File: config.mk
export PLATFORM = sky130hd
export DESIGN_NAME = regfile_wport_arbiter
export DESIGN_NICKNAME = d
export VERILOG_FILES = /design/src/rtl/rf_arb_pkg.sv /design/src/rtl/rf_arb_starve.sv /design/src/rtl/regfile_wport_arbiter.sv
export SDC_FILE = /design/constraint.sdc
export NUM_CORES = 1
export LEC_CHECK = 0
export CORE_UTILIZATION = 39
export DETAILED_ROUTE_END_ITERATION = 6
export GPL_ROUTABILITY_DRIVEN = 0
export PLACE_DENSITY = 0.95
export SLEW_MARGIN = 30
export SYNTH_ARGS = -nofsm -noshare
export SYNTH_HDL_FRONTEND = slang
export SYNTH_SLANG_ARGS = --single-unit
File: constraint.sdc
create_clock -name clk -period 3.6 [get_ports clk]
set_input_delay 0.72 -clock clk [delete_from_list [all_inputs] [get_ports clk]]
set_output_delay 0.72 -clock clk [all_outputs]
set_load 0.02 [all_outputs]
File: src/rtl/rf_arb_pkg.sv
// Shared types and constants for the register-file write-port arbiter.
// Also imported by the register file and the interrupt controller.
package rf_arb_pkg;

    // Register that holds the exception PC after a timer interrupt.
    localparam int EPC_REG_DEFAULT = 26;

    localparam int STARVE_CNT_W = 4;

    typedef enum logic [1:0] {
        GNT_NONE,
        GNT_EPC,
        GNT_WB,
        GNT_MDU
    } gnt_e;

    typedef enum logic [1:0] {
        ST_IDLE,
        ST_WAIT,
        ST_FORCE
    } arb_state_e;

endpackage

File: src/rtl/rf_arb_starve.sv
// MDU starvation guard: counts cycles an MDU result waits for the write port
// and raises force_mdu once the wait reaches STARVE_LIMIT.
module rf_arb_starve
    import rf_arb_pkg::*;
#(
    parameter int STARVE_LIMIT = 4
) (
    input  logic clk,
    input  logic rst,
    input  logic mdu_valid,
    input  logic mdu_ready,
    output logic force_mdu
);

    localparam logic [STARVE_CNT_W-1:0] LIMIT = STARVE_CNT_W'(STARVE_LIMIT);

    arb_state_e              state_q, state_d;
    logic [STARVE_CNT_W-1:0] starve_cnt_q, starve_cnt_d;
    logic [STARVE_CNT_W-1:0] cnt_inc;
    logic                    waiting;

    assign waiting   = mdu_valid && !mdu_ready;
    assign force_mdu = (state_q == ST_FORCE);

    always_comb begin
        // NOTE: every signal assigned here gets a default first, so no path
        // leaves one unassigned and no latch is inferred.
        state_d      = state_q;
        starve_cnt_d = starve_cnt_q;
        cnt_inc      = (state_q == ST_IDLE) ? STARVE_CNT_W'(1) : starve_cnt_q + STARVE_CNT_W'(1);

        unique case (state_q)
            ST_IDLE, ST_WAIT: begin
                if (waiting) begin
                    // Going to FORCE as the count reaches the limit makes the
                    // next cycle the forced grant: LIMIT+1 cycles worst case.
                    starve_cnt_d = cnt_inc;
                    state_d      = (cnt_inc == LIMIT) ? ST_FORCE : ST_WAIT;
                end else begin
                    starve_cnt_d = '0;
                    state_d      = ST_IDLE;
                end
            end
            ST_FORCE: begin
                // Stay forced while an EPC save preempts; leave on transfer or
                // if the MDU withdraws its request.
                if (!waiting) begin
                    starve_cnt_d = '0;
                    state_d      = ST_IDLE;
                end
            end
            default: begin
                starve_cnt_d = '0;
                state_d      = ST_IDLE;
            end
        endcase
    end

    // NOTE: sequential state uses non-blocking assignments so every flop
    // samples pre-edge values regardless of statement order.
    always_ff @(posedge clk) begin
        if (rst) begin
            state_q      <= ST_IDLE;
            starve_cnt_q <= '0;
        end else begin
            state_q      <= state_d;
            starve_cnt_q <= starve_cnt_d;
        end
    end

endmodule

File: src/rtl/regfile_wport_arbiter.sv
// Single register-file write port shared by WB, the MDU and the EPC save.
// Fixed priority EPC > forced MDU > WB > MDU; reserved registers are guarded.
module regfile_wport_arbiter
    import rf_arb_pkg::*;
#(
    parameter int DATA_W       = 32,
    parameter int ADDR_W       = 5,
    parameter int EPC_REG      = EPC_REG_DEFAULT,
    parameter int STARVE_LIMIT = 4
) (
    input  logic              clk,
    input  logic              rst,
    input  logic              wb_we,
    input  logic [ADDR_W-1:0] wb_waddr,
    input  logic [DATA_W-1:0] wb_wdata,
    input  logic              mdu_valid,
    input  logic [ADDR_W-1:0] mdu_waddr,
    input  logic [DATA_W-1:0] mdu_wdata,
    output logic              mdu_ready,
    input  logic              epc_req,
    input  logic [DATA_W-1:0] epc_data,
    output logic              stall,
    output logic              illegal_wr,
    output logic              rf_we,
    output logic [ADDR_W-1:0] rf_waddr,
    output logic [DATA_W-1:0] rf_wdata
);

    localparam logic [ADDR_W-1:0] EPC_ADDR = ADDR_W'(EPC_REG);

    logic              epc_pend_q, epc_pend_d;
    logic [DATA_W-1:0] epc_buf_q, epc_buf_d;
    logic              force_mdu;
    gnt_e              gnt;
    logic [ADDR_W-1:0] src_addr;
    logic [DATA_W-1:0] src_data;
    logic              src_reserved;

    rf_arb_starve #(
        .STARVE_LIMIT (STARVE_LIMIT)
    ) u_starve (
        .clk       (clk),
        .rst       (rst),
        .mdu_valid (mdu_valid),
        .mdu_ready (mdu_ready),
        .force_mdu (force_mdu)
    );

    // Holding reset blanks every grant, so all outputs read 0 during reset.
    always_comb begin
        gnt = GNT_NONE;
        if (!rst) begin
            if (epc_pend_q)                  gnt = GNT_EPC;
            else if (force_mdu && mdu_valid) gnt = GNT_MDU;
            else if (wb_we)                  gnt = GNT_WB;
            else if (mdu_valid)              gnt = GNT_MDU;
        end
    end

    always_comb begin
        src_addr = (gnt == GNT_MDU) ? mdu_waddr : wb_waddr;
        src_data = (gnt == GNT_MDU) ? mdu_wdata : wb_wdata;
    end

    assign src_reserved = (src_addr == '0) || (src_addr == EPC_ADDR);

    always_comb begin
        rf_we      = 1'b0;
        rf_waddr   = '0;
        rf_wdata   = '0;
        illegal_wr = 1'b0;
        unique case (gnt)
            GNT_EPC: begin
                rf_we    = 1'b1;
                rf_waddr = EPC_ADDR;
                rf_wdata = epc_buf_q;
            end
            GNT_WB, GNT_MDU: begin
                // A write to r0 or the EPC register is still consumed, just
                // never reaches the register file.
                if (src_reserved) begin
                    illegal_wr = 1'b1;
                end else begin
                    rf_we    = 1'b1;
                    rf_waddr = src_addr;
                    rf_wdata = src_data;
                end
            end
            default: ;
        endcase
    end

    assign mdu_ready = (gnt == GNT_MDU);
    assign stall     = wb_we && (gnt == GNT_WB ? 1'b0 : !rst);

    // A fresh pulse in the same cycle as the grant re-arms the save.
    always_comb begin
        epc_pend_d = epc_pend_q;
        epc_buf_d  = epc_buf_q;
        if (gnt == GNT_EPC) epc_pend_d = 1'b0;
        if (epc_req) begin
            epc_pend_d = 1'b1;
            epc_buf_d  = epc_data;
        end
    end

    always_ff @(posedge clk) begin
        if (rst) begin
            epc_pend_q <= 1'b0;
            // NOTE: the data buffer is a handful of flops, not a memory, so it
            // is cleared with the valid flag to keep reset state deterministic.
            epc_buf_q  <= '0;
        end else begin
            epc_pend_q <= epc_pend_d;
            epc_buf_q  <= epc_buf_d;
        end
    end

endmodule
Yosys cells after proc, flatten, opt, wreduce, memory -nomap -nowiden

Index checks and enable logic that the tools add are counted.
Widths: inputs -> output; s select.

ROM bits: 0
Word-level logic and storage cells: 50
Output and inout port bits: 41
Memories kept: 0
Bits in latches: 0
RAM bits: 0
Register bits after elaboration: 39
Bits of input ports: 111

Equal/unequal tests: 8
Reduce and logical (&&, ||, !) cells: 11
Order comparisons: 0
Muxes and demuxes: 26
Multiply operators: 0
Div/mod/pow operators: 0
Shift operators: 0
Bitwise gates (word level): 0
Add/subtract/negate cells: 1

Operators by type and width:

| kind                | number |
|---|---|
| $mux 32             | 2 |
| $pmux 32 s2         | 1 |
| $mux 2              | 8 |
| $mux 4              | 3 |
| $mux 5              | 2 |
| $pmux 5 s2          | 1 |
| $pmux 4 s2          | 1 |
| $eq 2x2->1 const B  | 3 |
| $mux 1              | 6 |
| $eq 5x5->1 const B  | 1 |
| $logic_not 5->1     | 1 |
| $add 4x1->4 const B | 1 |
| $eq 2x1->1 const B  | 2 |
| $eq 4x3->1 const B  | 1 |
| $pmux 2 s2          | 1 |
| $reduce_or 2->1     | 2 |
| $logic_and 1x1->1   | 3 |
| $logic_not 1->1     | 2 |
| $logic_not 2->1     | 1 |
| $ne 2x2->1 const B  | 1 |
| $pmux 1 s2          | 1 |
| $reduce_bool 2->1   | 1 |
| $logic_or 1x1->1    | 1 |

Depth between registers and ports, before layout

Gate-level depths: netlist of the first run.

Word-level depth: 11
Depth in mapped cells: 7
Mapped depth without buffers: 5

Cells and area by module

From an unflattened synthesis of the first run, not the netlist that was laid out.

Cell total of the unflattened synthesis: 247
Area, all modules: 2294.7 sq um

By module, submodules not included:

| module                | cells each | instances | area an instance (sq um) |
|---|---|---|---|
| regfile_wport_arbiter | 214        | 1         | 1974.4 |
| rf_arb_starve         | 33         | 1         | 320.3 |

Worst setup path before layout of the first run

No wires, ideal clock.

Kind: in2out
From: input port wb_waddr[1]
To: output port rf_waddr[1]
Data arrival time: 2058 ps
Data required time: 2880 ps
Slack: 822 ps
Path buffers: 1
Stages on the path: 5
Cell sequence: or3_4 -> a211oi_4 -> nor3_4 -> buf_6 -> a221o_1

Cells in the longest elaborated chain, start to end: 5
Elaborated cells on any way between the ends: 6

RTL lines:

| element                                              | line                        | RTL |
|---|---|---|
| start, declared                                      | regfile_wport_arbiter.sv:14 | `input logic [ADDR_W-1:0] wb_waddr,` |
| $mux 5 *                                             | regfile_wport_arbiter.sv:61 | `src_addr = (gnt == GNT_MDU) ? mdu_waddr : wb_waddr;` |
| $eq 5x5->1 / $logic_not 5->1 (equally long branches) | regfile_wport_arbiter.sv:65 | `assign src_reserved = (src_addr == '0) \|\| (src_addr == EPC_ADDR);` |
| $logic_or 1x1->1                                     | regfile_wport_arbiter.sv:65 |  |
| $mux 5 *                                             | regfile_wport_arbiter.sv:81 | `if (src_reserved) begin` |
| $pmux 5 s2 *                                         | regfile_wport_arbiter.sv:72 | `unique case (gnt)` |
| end, declared                                        | regfile_wport_arbiter.sv:25 | `output logic [ADDR_W-1:0] rf_waddr,` |

Mark *: on every way between the ends. The rest lies on a longest branch, timed or not.

Worst setup path in the final report of the first run

From: input port wb_waddr[1]
To: output port rf_wdata[1]

Cells in the longest elaborated chain, start to end: 5
Elaborated cells on any way between the ends: 6

RTL lines:

| element                                              | line                        | RTL |
|---|---|---|
| $mux 5 *                                             | regfile_wport_arbiter.sv:61 |  |
| $eq 5x5->1 / $logic_not 5->1 (equally long branches) | regfile_wport_arbiter.sv:65 |  |
| $logic_or 1x1->1 *                                   | regfile_wport_arbiter.sv:65 |  |
| $mux 32 *                                            | regfile_wport_arbiter.sv:81 |  |
| $pmux 32 s2 *                                        | regfile_wport_arbiter.sv:72 |  |
| end, declared                                        | regfile_wport_arbiter.sv:26 | `output logic [DATA_W-1:0] rf_wdata` |

Marked as above.

==> results of run 1 <==
-- Yosys cell counts (2+ instances only) --
cell	n
dfxtp_1	39
nor2_1	37
a221o_1	34
mux2i_1	33
and2_1	32
nand2_1	9
clkbuf_1	8
buf_2	6
nand3_1	5
nor2b_1	5
a21oi_1	3
a22oi_1	3
buf_6	3
nor3_1	3
or3_1	3
inv_1	2
nor3b_1	2
o31ai_1	2
-- worst register-to-register path: stages (launching register included) --
cell      delay, ns
dfxtp_1        0.36
nor2b_2        0.21
o211ai_2       0.18
inv_2          0.08
buf_4          0.16
or3_1          0.43
nor3b_1        0.21
-- cell usage in the layout, fill, tap and decap left out, types with 2 or more instances in the layout --
cell type,Yosys,final
and2_1,32,32
nor2_1,37,36
clkbuf_8,0,5
nor3b_1,2,2
buf_4,0,11
a22oi_1,3,3
buf_12,0,4
dfxtp_1,39,39
nor2b_2,1,2
nor2b_1,5,4
nand3_1,5,5
a221o_1,34,34
a21oi_1,3,3
clkdlybuf4s50_1,0,115
or3_1,3,3
nor3_1,3,3
o31ai_1,2,2
dlygate4sd2_1,0,35
nand2_1,9,9
mux2i_1,33,33
inv_1,2,2
-- registers in the layout, summed over array words and instances (netlist names) --
register               count
epc_buf_q                 32
epc_pend_q                 1
u_starve.starve_cnt_q      4
u_starve.state_q           2
-- kinds of logic (layout without fill, tap and decap cells) --
group | Yosys count | count (layout)
XOR/XNOR | 2 | 2
adder cells (fa/ha/maj) | 1 | 1
buffers and inverters | 21 | 177
AO/OA/AOI/OAI | 50 | 50
multiplexers | 33 | 33
AND/OR/NAND/NOR | 102 | 102
flip-flops | 39 | 39
-- stage by stage --
| stage | util | setup TNS, ns |
|---|---|---|
| detailed placement | 0.709 | -4.13 |
| floorplan | - | 0 |
| global route | 0.721 | 0 |
| finish | 0.721 | 0 |
| CTS | 0.721 | 0 |
| global placement | 0.709 | -3.62 |
-- metal layers --
layer / wire, um / track usage
met1: 2850 / 0.260
met2: 4070 / 0.496
met3: 434 / 0.0488
met4: 99 / 0.0741
met5: 0 / 0
-- power by group --
part           total [mW]  leakage [nW]  switching (mW)  internal [mW]
Combinational       0.363          1.39           0.152          0.212
Clock               0.364        0.0581           0.158          0.206
Sequential          0.467         0.321          0.0123          0.454
Total                1.19          1.77           0.322          0.872
-- repair_timing --
item / 4_1_cts / 5_1_grt
gates resized for setup: 35 / 0
pin swaps: 0 / 1
endpoints found under the setup margin: 35 / 10
buffers inserted: 0 / 0
-- final cells by class --
cell class / count / area (um^2)
multi-input combinational: 188 / 1380
clock inverter: 3 / 43.8
fill: 474 / 1550
tap: 72 / 90.1
timing repair buffer: 166 / 1630
inverter: 3 / 11.3
clock buffer: 5 / 68.8
sequential: 39 / 781
-- final timing paths --
kind                            slack (ns)                              from  cells after the start                                    end
worst max-delay path                  0.06                       wb_waddr[1]                      7                            rf_wdata[1]
worst min-delay path                  0.49        epc_buf_q[15]$_SDFFE_PP0P_                      2             epc_buf_q[15]$_SDFFE_PP0P_
worst max register to register        1.91  u_starve.state_q[1]$_SDFFE_PP0P_                      6  u_starve.starve_cnt_q[0]$_SDFFE_PP0P_
worst min register to register        0.49        epc_buf_q[15]$_SDFFE_PP0P_                      2             epc_buf_q[15]$_SDFFE_PP0P_
==> results.yml, run 1 <==
cells_and_area:
  num_antenna_cells: 0
  design_area_mm2: 0.00400
  area_delta_synth_final_pct: 76.8
  num-nets-final: 515
  final_cells: 476
  drive_above_1_share: 0.0817
logic_synthesis:
  ys_seq_area_frac: 0.346
  netlist.area_leader.share: 0.346
  synth.distinct_cells: 37
  synth_fa_ha_area_frac: 0.00554
  synth-xor-area-share: 0.00775
  synth-compound-area-share: 0.210
  yosysTopAreaCell: "dfxtp_1"
  synthesis.yosys.warnings: 0
  synthTopCellsByArea: "dfxtp_1 35%, a221o_1 15%, mux2i_1 15%"
  synth-edff-count: 0
  syn_area_per_cell_um2: 9.11
  synthMuxAreaShare: 0.146
  ys_ff_latch: 39
  synth_top_family_by_area: "simple AND/OR/NAND/NOR gates"
  synthFlopType: "dfxtp_1"
  yosys.area_share.simple: 0.237
  syn_inst: 248
  async_flop_share: 0
  synth_nets: 360
  synth_area_mm2: 0.00226
grt:
  grt_start_max_net_pins: 37
  first_global_vias: 2589
  antenna_found_initial: 0
  grt_pass1_wl_mm: 12.0
  grtUsageTotal: 0.250
  globalRouteOverflowTotal: 0
worst_setup_path:
  slowest_delay_ns: 0.43
  critical_path_required_ns: 2.88
  crit_buf_inv: 3
  cp_max_fo: 23
  critPathTopFamily: "buffers and inverters"
  crit_path_cell_trace: "clkdlybuf4s50_1 -> or3_4 -> a211oi_4 -> nor3_4 -> buf_12 -> a221o_1 -> dlygate4sd2_1"
  cp-start-kind: "input pin"
  cpMaxStageDelayCell: "clkdlybuf4s50_1"
  crit_type: "input pin to output pin"
  cp-end-kind: "output pin"
  crit_arrival_ns: 2.82
clock_network:
  cts_hold_buffers: 0
  cts_max_path_buffers: 2
  tritoncts: "yes"
  cts_root_buf: "clkbuf_8"
  numCtsBuffers: 5
  h-tree-depth: 2
  clkSinkCount: 39
  clk_pin_slew_ns: 0.07
  clk_latency_ns: 0.29
sta:
  layout_setup_ws_ns: 0.0630
  timing.hold.ws_ns: 0.491
  fin_crit_ns: 3.54
  final_hold_viol_count: 0
  slew_headroom: 0.354
  rsz0062_at_grt: "no"
  skew_ns: 0.00566
  period_share: 0.983
  setup_viol: 0
  fmax_mhz: 283
  tightestPinTransition_ns: 0.968
  slew_violations: 0
route:
  first_iter_violations: 188
  routed_wl_mm: 7.46
  first_pass_iters: 4
  wl_per_cell_um: 15.7
  routed_via_density: 5.28
  vias: 2513
  ant_nets: 0
  drc: 0
floorplan:
  boundaryPins: 152
  initial_core_util: 0.408
  core.rowCount: 27
  die_h_um: 78.1
  die_w_um: 78.1
  coreArea_mm2: 0.00554
  dieArea_mm2: 0.00610
power_and_ir_drop:
  powerDensity_mw_per_mm2: 299
  p_leak_nw: 1.77
  vdd_ir_drop_max_v: 0.000278
  total_power_mw: 1.19
place:
  dpl.hpwl_mm: 5.65
  dp_slack_ns: -0.153
  placed_area_mm2: 0.00393
  io_buffers: 151
  place_inst: 468
status:
  status: "complete, no violations"
worst_hold_path:
  worstHoldPathType: "flop to flop"
flow_run:
  cap_violations: 0
Power figures use the tool's default switching activity.
==> run 2: changes to the inputs <==
--- a/config.mk
+++ b/config.mk
@@ -6,9 +6,11 @@
 export NUM_CORES = 1
 export LEC_CHECK = 0
 export CORE_UTILIZATION = 39
+export CTS_CLUSTER_SIZE = 8
 export DETAILED_ROUTE_END_ITERATION = 6
 export GPL_ROUTABILITY_DRIVEN = 0
 export PLACE_DENSITY = 0.95
+export REMOVE_ABC_BUFFERS = 1
 export SLEW_MARGIN = 30
 export SYNTH_ARGS = -nofsm -noshare
 export SYNTH_HDL_FRONTEND = slang
==> run 2 against run 1 <==
Global-route usage decreased by 0.89 points. Final area increased by 0.38%. Final cell count increased by 0.21%. Largest cell class unchanged.
==> results.yml, run 2 (synthesis gave the netlist of run 1 again) <==
cells_and_area:
  final_cells: 477
  final_cell_mix: "115 x clkdlybuf4s50_1, 39 x dfxtp_1, 36 x nor2_1"
  num_antenna_cells: 0
  mostFrequentLayoutCell: "clkdlybuf4s50_1"
  drive_above_1_share: 0.0815
  regMostFlops: "epc_buf_q"
  num-nets-final: 516
  largest_reg_flops: 32
  area_delta_synth_final_pct: 77.5
  fin_util: 0.724
  largestRegisters: "epc_buf_q x32, u_starve.starve_cnt_q x4, u_starve.state_q x2"
  fillCellCount: 422
clock_network:
  cts_max_path_buffers: 2
  clk_latency_ns: 0.28
  tritoncts: "yes"
  cts_setup_buffers: 0
  numCtsBuffers: 5
  clk_pin_slew_ns: 0.07
  h-tree-depth: 2
  cts_root_buf: "clkbuf_8"
  clkSinkCount: 39
  cts_hold_buffers: 0
grt:
  globalRouteOverflowTotal: 0
  first_global_vias: 2485
  grt_pass1_wl_mm: 11.7
  antenna_found_initial: 0
  grtUsageTotal: 0.241
  grt_start_max_net_pins: 36
route:
  vias: 2489
  wl_per_cell_um: 15.1
  first_pass_iters: 4
  ant_nets: 0
  first_iter_violations: 108
  routed_wl_mm: 7.22
  routed_via_density: 5.22
  drc: 0
worst_setup_path:
  startpoint: "wb_waddr[1]"
  critical_path_required_ns: 2.88
  crit_type: "input pin to output pin"
  cp_max_fo: 25
  cp-end-kind: "output pin"
  rrSetupSlack_ns: 1.85
  crit_arrival_ns: 2.81
  cp-start-kind: "input pin"
  crit-reg2reg-launch: "u_starve.starve_cnt_q[0]$_SDFFE_PP0P_"
floorplan:
  dieArea_mm2: 0.00610
  initial_core_util: 0.408
  core.rowCount: 27
  boundaryPins: 152
  die_w_um: 78.1
  die_h_um: 78.1
  coreArea_mm2: 0.00554
power_and_ir_drop:
  pwr-share-clk: 0.340
  combPwrFrac: 0.288
  switching_share: 0.247
  p_leak_nw: 1.78
  powerDensity_mw_per_mm2: 312
  intPower_mw: 0.943
  sequentialPowerShare: 0.372
  vdd_ir_drop_max_v: 0.000256
  p_sw_mw: 0.309
sta:
  fin_crit_ns: 3.53
  fmax_mhz: 283
  skew_ns: 0.000556
  slew_headroom: 0.365
  period_share: 0.980
  slew_violations: 0
  rsz0062_at_grt: "no"
  setup_viol: 0
  final_hold_viol_count: 0
  tightestPinTransition_ns: 0.952
place:
  dpl.hpwl_mm: 5.54
  place_inst: 469
  io_buffers: 151
status:
  status: "complete, no violations"
flow_run:
  cap_violations: 0
worst_hold_path:
  hp-start: "epc_buf_q[17]$_SDFFE_PP0P_"
  worstHoldPathType: "flop to flop"
run 2: what timing repair did:
action	CTS	global route
endpoints found under the setup margin	35	19
pin swaps	0	1
resized for setup	35	0
run 2: worst max-delay path, stage by stage:
cell and delay [ns]:
clkdlybuf4s50_1 0.42, or3_4 0.40, a211oi_4 0.29, nor3_4 0.11, buf_12 0.17, a221o_1 0.36
dlygate4sd2_1 0.33
run 2: final timing paths:
check        depth (start not counted)                          endpoint
max                                  7                      rf_wdata[22]
min                                  2        epc_buf_q[17]$_SDFFE_PP0P_
max reg2reg                          5  u_starve.state_q[1]$_SDFFE_PP0P_
min reg2reg                          2        epc_buf_q[17]$_SDFFE_PP0P_
run 2: metrics by stage:
| stage | setup slack [ns] | hold WS (ns) | area, um^2 | power, mW | TNS, ns |
|---|---|---|---|---|---|
| global route | 0.0110 | 0.510 | 4010 | 1.31 | 0 |
| floorplan | 0.298 | 0.452 | 2160 | 0.614 | 0 |
| CTS | 0.0223 | 0.493 | 4010 | 1.26 | 0 |
| detailed placement | -0.184 | 0.472 | 3920 | 0.860 | -5.11 |
| global placement | -0.144 | 0.463 | 3920 | 0.851 | -3.87 |
| finish | 0.0722 | 0.486 | 4010 | 1.25 | 0 |
run 2: layer usage:
layer / track usage / routed length (um) / share of wire / up-vias
met5: 0 / 0 / 0 / -
met4: 0.0944 / 178 / 0.025 / 0
met3: 0.0547 / 453 / 0.063 / 17
met2: 0.439 / 3680 / 0.51 / 116
met1: 0.269 / 2910 / 0.40 / 1138
li1: - / - / - / 1218
run 2: final cells by class:
class / count / area (um^2) / share of cell area
timing repair buffer: 167 / 1620 / 0.404
multi-input combinational: 188 / 1380 / 0.343
sequential: 39 / 781 / 0.195
tap: 72 / 90.1 / 0.0225
clock buffer: 6 / 72.6 / 0.0181
clock inverter: 2 / 60.1 / 0.0150
inverter: 3 / 11.3 / 0.00281
run 2: power by group through the flow:
stage | logic, mW | registers [mW] | clock network [mW]
after global placement | 0.377 | 0.474 | 0
final | 0.360 | 0.466 | 0.425
after floorplan | 0.142 | 0.472 | 0
after CTS | 0.363 | 0.466 | 0.435
after detailed placement | 0.385 | 0.476 | 0
after global routing | 0.386 | 0.469 | 0.454
==> run 3: changes to the inputs <==
--- a/config.mk
+++ b/config.mk
@@ -11,7 +11,7 @@
 export GPL_ROUTABILITY_DRIVEN = 0
 export PLACE_DENSITY = 0.95
 export REMOVE_ABC_BUFFERS = 1
-export SLEW_MARGIN = 30
+export SLEW_MARGIN = 25
 export SYNTH_ARGS = -nofsm -noshare
 export SYNTH_HDL_FRONTEND = slang
 export SYNTH_SLANG_ARGS = --single-unit
==> results of run 3 <==
No change in the layout: final DEF, timing and power equal those of run 2.
